## src/rtl/fetch_pkg.sv

```systemverilog
// Shared defaults and state encoding for the instruction fetch controller.
// States are plain constants so legacy code can compare against raw codes.
package fetch_pkg;

  localparam int DEF_ADDR_W = 10;
  localparam int DEF_DATA_W = 10;
  localparam logic [9:0] DEF_HALT_WORD = 10'b0010000010;

  typedef logic [1:0] state_t;

  localparam state_t ST_IDLE  = 2'b00;
  localparam state_t ST_FETCH = 2'b01;
  localparam state_t ST_HALT  = 2'b10;

endpackage

```

## src/rtl/rom_fetch_ctrl.sv

```systemverilog
// Sequential fetch unit driving an external combinational-read instruction ROM.
// The PC is presented directly as the ROM address; the read word is captured one cycle later.
module rom_fetch_ctrl
  import fetch_pkg::*;
#(
  parameter int                ADDR_W    = DEF_ADDR_W,
  parameter int                DATA_W    = DEF_DATA_W,
  parameter logic [DATA_W-1:0] HALT_WORD = DATA_W'(DEF_HALT_WORD)
) (
  input  logic              clk,
  input  logic              reset,
  input  logic              start,
  input  logic [ADDR_W-1:0] start_addr,
  input  logic              stall,
  input  logic              redirect_valid,
  input  logic [ADDR_W-1:0] redirect_addr,
  output logic [ADDR_W-1:0] rom_addr,
  input  logic [DATA_W-1:0] rom_data,
  output logic [DATA_W-1:0] instr,
  output logic              instr_valid,
  output logic [ADDR_W-1:0] instr_addr,
  output logic [ADDR_W-1:0] pc,
  output logic              halted
);

  state_t            state_r;
  logic [ADDR_W-1:0] pc_r;
  logic [DATA_W-1:0] instr_r;
  logic [ADDR_W-1:0] instr_addr_r;
  logic              instr_valid_r;
  logic              halted_r;

  // Fetch state machine with PC and instruction registers.
  always_ff @(posedge clk or posedge reset) begin
    if (reset) begin
      state_r       <= ST_IDLE;
      pc_r          <= '0;
      instr_r       <= '0;
      instr_addr_r  <= '0;
      instr_valid_r <= 1'b0;
      halted_r      <= 1'b0;
    end else begin
      case (state_r)
        ST_IDLE: begin
          instr_valid_r <= 1'b0;
          if (start) begin
            pc_r    <= start_addr;
            state_r <= ST_FETCH;
          end
        end
        ST_FETCH: begin
          // Redirect flushes even a stalled or halting fetch.
          if (redirect_valid) begin
            pc_r          <= redirect_addr;
            instr_valid_r <= 1'b0;
          end else if (!stall) begin
            instr_r       <= rom_data;
            instr_addr_r  <= pc_r;
            instr_valid_r <= 1'b1;
            if (rom_data == HALT_WORD) begin
              state_r  <= ST_HALT;
              halted_r <= 1'b1;
            end else begin
              pc_r <= pc_r + ADDR_W'(1);
            end
          end
        end
        ST_HALT: begin
          instr_valid_r <= 1'b0;
          if (start) begin
            pc_r     <= start_addr;
            halted_r <= 1'b0;
            state_r  <= ST_FETCH;
          end
        end
        default: begin
          state_r       <= ST_IDLE;
          instr_valid_r <= 1'b0;
          halted_r      <= 1'b0;
        end
      endcase
    end
  end

  assign rom_addr    = pc_r;
  assign pc          = pc_r;
  assign instr       = instr_r;
  assign instr_addr  = instr_addr_r;
  assign instr_valid = instr_valid_r;
  assign halted      = halted_r;

endmodule

```

## config.mk

```make
export PLATFORM = sky130hd
export DESIGN_NAME = rom_fetch_ctrl
export DESIGN_NICKNAME = d
export VERILOG_FILES = /design/src/rtl/fetch_pkg.sv /design/src/rtl/rom_fetch_ctrl.sv
export SDC_FILE = /design/constraint.sdc
export NUM_CORES = 1
export LEC_CHECK = 0
export CELL_PAD_IN_SITES_DETAIL_PLACEMENT = 0
export CELL_PAD_IN_SITES_GLOBAL_PLACEMENT = 1
export CORE_MARGIN = 5
export CORE_UTILIZATION = 34
export DETAILED_ROUTE_END_ITERATION = 8
export PLACE_DENSITY = 0.81
export SKIP_CTS_REPAIR_TIMING = 1
export SLEW_MARGIN = 5
export SYNTH_ARGS = -nofsm -noshare
export SYNTH_HDL_FRONTEND = slang
export SYNTH_SLANG_ARGS = --single-unit
```

## constraint.sdc

```tcl
create_clock -name clk -period 5.8 [get_ports clk]
set_clock_uncertainty 0.1 [all_clocks]
set_input_delay 1.45 -clock clk [delete_from_list [all_inputs] [get_ports clk]]
set_output_delay 1.45 -clock clk [all_outputs]
set_load 0.01 [all_outputs]
```

# [Word level (Yosys, flattened, before mapping)]
# Cells that the tools add are included.
[classes] add_sub_neg=1 n_eq_ne=10 mux=18 bitwise_logic=3 n_reduce_logical=7
[ops] cell="2-to-1 mux 10 bit" n=4
[ops] cell="case mux 10 bit (2 select lines)" n=1
[ops] cell="adder 10 x 1 -> 10 bit (second input constant)" n=1
[ops] cell="equality test 10 x 8 -> 1 bit (second input constant)" n=1
[ops] cell="2-to-1 mux 2 bit" n=4
[ops] cell="inequality test 2 bit (second input constant)" n=4
[ops] cell="AND reduction 4 bit" n=2
[ops] cell="2-to-1 mux 1 bit" n=7
[ops] cell="inequality test 3 bit (second input constant)" n=2
[ops] cell="AND reduction 5 bit" n=1
[ops] cell="case mux 2 bit (2 select lines)" n=1
[ops] cell="NOT 1 bit" n=3
[ops] cell="case mux 1 bit (3 select lines)" n=1
[ops] cell="AND reduction 3 bit" n=1
[ops] cell="equality test 2 x 1 -> 1 bit (second input constant)" n=1
[ops] cell="equality test 2 bit (second input constant)" n=1
[ops] cell="logical NOT 2 bit" n=1
[ops] cell="inequality test 2 x 1 -> 1 bit (second input constant)" n=1
[ops] cell="nonzero test 2 bit" n=1
[ops] cell="OR reduction 2 bit" n=1
[word_totals] register_bits=34 input_bits=35 out_inout_bits=42

# [Logic depth before layout (Yosys ltp)]
[depth] word_depth=5 mapped_depth=6 ltp_nobuf=5

# [Worst setup path after synthesis]
# No wires, ideal clock.
[synth_path] path_kind="input-to-reg" startpoint="in redirect_valid" endpoint="reg pc_r[0] (netlist: pc[0])" setup_time_ns=0.125 arrival_time_ns=2.679 slack_ns=2.896 cell_stages=5 n_path_buf=1 path_cell_list="or3b_1 nand4b_4 and2_1 buf_6 mux2_4"
[synth_via] elab_chain_cells=2
[synth_lines] item="start, declared" line_no="rom_fetch_ctrl.sv:15" rtl="input logic redirect_valid,"
[synth_lines] item="inequality test 3 bit (no line) / 2-to-1 mux 10 bit (equally long branches)"
[synth_lines] item="AND reduction 4 bit (no line) / case mux 10 bit (2 select lines) (equally long branches)"
[synth_lines] item="end signal, assigned" line_no="rom_fetch_ctrl.sv:47" rtl="pc_r <= start_addr;"
[synth_lines] item="end signal, assigned" line_no="rom_fetch_ctrl.sv:54" rtl="pc_r <= redirect_addr;"
[synth_lines] item="end signal, assigned" line_no="rom_fetch_ctrl.sv:64" rtl="pc_r <= pc_r + ADDR_W'(1);"
[synth_lines] item="end, declared" line_no="rom_fetch_ctrl.sv:27" rtl="logic [ADDR_W-1:0] pc_r;"
# Several ways; a longest one is shown, not always the timed one.
# A chain may end at the register's enable or synchronous reset.

# [Worst setup path in the final report]
[layout_path] startpoint="in redirect_valid" endpoint="reg instr_r[3] (netlist: instr[3])"
[layout_via] elab_chain_cells=2
[layout_lines] item="NOT 1 bit (no line)"
[layout_lines] item="AND reduction 3 bit (no line)"
[layout_lines] item="end signal, assigned" line_no="rom_fetch_ctrl.sv:57" rtl="instr_r <= rom_data;"
[layout_lines] item="end, declared" line_no="rom_fetch_ctrl.sv:28" rtl="logic [DATA_W-1:0] instr_r;"
# Every way passes these cells.

==> summary.md <==
| Metric | Value |
|---|---|
| Syn Area/Cell | `10.92 um^2` |
| HP Class | `reg2reg` |
| Die Area | `6964 um^2` |
| # rows | `26` |
| H-tree depth | `2` |
| Leak | `0.001059 uW` |
| Clock transition at path regs | `0.07 ns` |
| Clock root cell | `clkbuf_8` |
| Arrival time worst endpoint | `4.02 ns` |
| Synthesized cell area | `1834 um^2` |
| Post-route setup TNS | `0 ns` |
| Period Utilization, post-route | `0.6817` |
| Critical path launch point type | `input pin` |
| Sw frac | `0.3265` |
| Crit path largest cell delay | `0.79 ns` |
| Drt wl/cell | `15.23 um` |
| Sequential share of power | `0.391` |
| RePlAce Congestion | `0.7395` |
| Clock sinks | `34` |
| Vias per cell | `4.941` |
| Cell total after placement | `295` |
| Largest net degree at the start of global routing | `35` |
| First-pass GRT wire length | `7693 um` |
| Longest Clk Path Bufs | `2` |
| Yosys top cell area share | `0.4638` |
| Yosys Warn Count | `0` |
| Max-slew violations | `0` |
| Initial drt markers | `73` |
| GRT Total Usage | `0.1329` |
| Routed wire length | `4615 um` |
| Register area share after synthesis | `0.4638` |
| Setup violators final | `0` |
| Fraction of layout cells with a size suffix above 1 | `0.1459` |
| Relative slew margins | `0.3261` |
| Layout Cells excl Fill | `303` |
| Crit path kind | `in2reg` |
| Status | `complete, no violations` |
| Nets | `268` |
| EDFF count, synth | `0` |
| Ys flop type | `dfrtp_1` |
| # diodes | `0` |
| Area of the multi-input gates | `850.8 um^2` |
| Fillers | `477` |
| DP HPWL | `3340 um` |
| Power per Cell Area | `372.7 nW/um^2` |
| Register bit total from synthesis | `34` |
| FMAX | `252.9 MHz` |
| Final Hold Viols | `0` |
| Pint | `667.6 uW` |
| Fin util | `0.5143` |
| Core ar. | `5172 um^2` |
| Crit-path max FO | `22` |
| Max VDD drop | `0.1993 mV` |
| Top post-synthesis cells by area | `dfrtp_1 46%, mux2_2 12%, nand2b_1 5.1%, buf_4 4.1%, a21oi_1 3.5%` |
| Logic pwr share | `0.427` |
| Max Cap Viol | `0` |
| Mapped Nets | `204` |
| Initial Utilization | `0.3546` |
| Clock power share | `0.182` |
| Flip-flop and latch area | `850.8 um^2` |
| IO Pins | `77` |
| Post-route cell area | `2660 um^2` |
| TritonCTS Buffers | `5` |
| Worst-Margin Slew | `1.010 ns` |
| CTS tree | `done` |
| Residual DRC | `0` |
| Worst skew pair latency | `0.28 ns` |
| Vias in the first global route | `1586` |
| Count of different cell masters after synthesis | `34` |
| DRT antenna net count | `0` |
| P_sw | `323.7 uW` |
| Crit end category | `flip-flop` |
| Antenna violations before repair | `0` |
| Critical path required time | `5.87 ns` |
| Grt ovf | `0` |
| Chip Width | `83.45 um` |
| Number of port buffers | `76` |
| DRT Pass-1 Iters | `4` |
| Crit path cell chain | `clkdlybuf4s50_1 -> or3b_1 -> nor2_2 -> mux2_2` |
| Fin crit period | `3.954 ns` |
| Die H | `83.45 um` |
| Share of synthesized registers carrying an async set or reset | `1.000` |
| Slowest cell on the critical path | `nor2_2` |
| Post-placement cell area | `2569 um^2` |
| Largest area contributor in the netlist | `dfrtp_1` |
| Vias | `1497` |
| RSZ-0062 raised after global routing | `no` |
| Area growth, synth to finish | `45.02%` |
| Synthesized netlist cell count | `168` |
layout make-up:
| cell class | count | area share |
|---|---|---|
| Clock inverter | 1 | 0.001881 |
| Timing Repair Buffer | 77 | 0.2888 |
| Clock buffer | 7 | 0.03246 |
| Tap cell | 70 | 0.03293 |
| Sequential cell | 34 | 0.3198 |
| Multi-Input combinational cell | 111 | 0.3198 |
| Inverter | 3 | 0.004233 |
synthesized netlist by cell type (4+ instances only):
library cell / number
clkbuf_1: 6
buf_4: 10
nand3_1: 5
nand2b_1: 15
mux2_2: 20
nor2_1: 5
dfrtp_1: 34
nor3_1: 4
o311ai_0: 5
o21a_1: 4
a21oi_1: 13
a31oi_1: 7
path summary, 6_finish.rpt:
check,depth (start not counted),startpoint,end,slack (ns)
worst max-delay path,4,redirect_valid,instr[3],1.85
worst min-delay path,1,halted,halted,0.40
worst max register to register,3,state_r[0],instr[3],3.11
worst min register to register,1,halted,halted,0.40
max in group asynchronous,3,reset,pc[3],3.80
min in group asynchronous,3,reset,instr[8],1.48
per-layer routing:
layer	part of all wire	wire, um	GRT usage
met5	0	0	0
met4	0.0098	45	0.04532
met3	0.064	295	0.03751
met2	0.44	2051	0.2143
met1	0.48	2223	0.1709
through the flow:
step	setup WS [ns]	hold slack (ns)	total power, uW
6_report	1.846	0.4007	991.3
5_1_grt	1.667	0.4209	1053
4_1_cts	1.807	0.4084	1003
3_5_place_dp	1.500	0.3917	820.9
3_3_place_gp	1.560	0.3882	815.3
2_1_floorplan	2.896	0.3817	604.2
logic make-up (layout without fill, tap and decap cells):
| logic type | count (synthesis) | after routing | synth area share |
|---|---|---|---|
| flip-flops | 34 | 34 | 0.4638 |
| AND/OR/NAND/NOR | 45 | 45 | 0.1562 |
| adder cells (fa/ha/maj) | 1 | 1 | 0.006820 |
| buffers and inverters | 23 | 88 | 0.07366 |
| XOR/XNOR | 3 | 3 | 0.01433 |
| AO/OA/AOI/OAI | 38 | 38 | 0.1351 |
| multiplexers | 24 | 24 | 0.1501 |
registers in the layout, summed over array words and instances, names as in the netlist:
register,count
halted,1
instr,10
instr_addr,10
state_r,2
pc,10
instr_valid,1
power groups by stage:
stage | Sequential [uW] | Clock, uW | Combinational [uW]
6_report | 388 | 180 | 424
5_1_grt | 400 | 195 | 457
4_1_cts | 389 | 184 | 431
3_5_place_dp | 392 | 0 | 429
3_3_place_gp | 391 | 0 | 424
2_1_floorplan | 399 | 0 | 206
cells in the final DEF, fill, tap and decap left out, types with 3 or more instances in the layout:
| cell type | count |
|---|---|
| nor2_1 | 4 |
| nand3_1 | 5 |
| dfrtp_1 | 34 |
| clkdlybuf4s50_1 | 76 |
| xnor2_1 | 3 |
| nand2_1 | 3 |
| o311ai_0 | 5 |
| a31oi_1 | 7 |
| a21o_1 | 3 |
| mux2_2 | 20 |
| clkbuf_8 | 6 |
| a21oi_1 | 13 |
| o21a_1 | 4 |
| inv_1 | 3 |
| nand2b_1 | 15 |
| nor3_1 | 4 |
critical path, delay by kind of cell:
| family | cells | cell delay [ns] |
|---|---|---|
| muxes | 1 | 0.42 |
| and+or+nand+nor | 2 | 1.37 |
| buffers and inverters | 1 | 0.77 |
No activity file was read; power rests on OpenSTA's default activity.
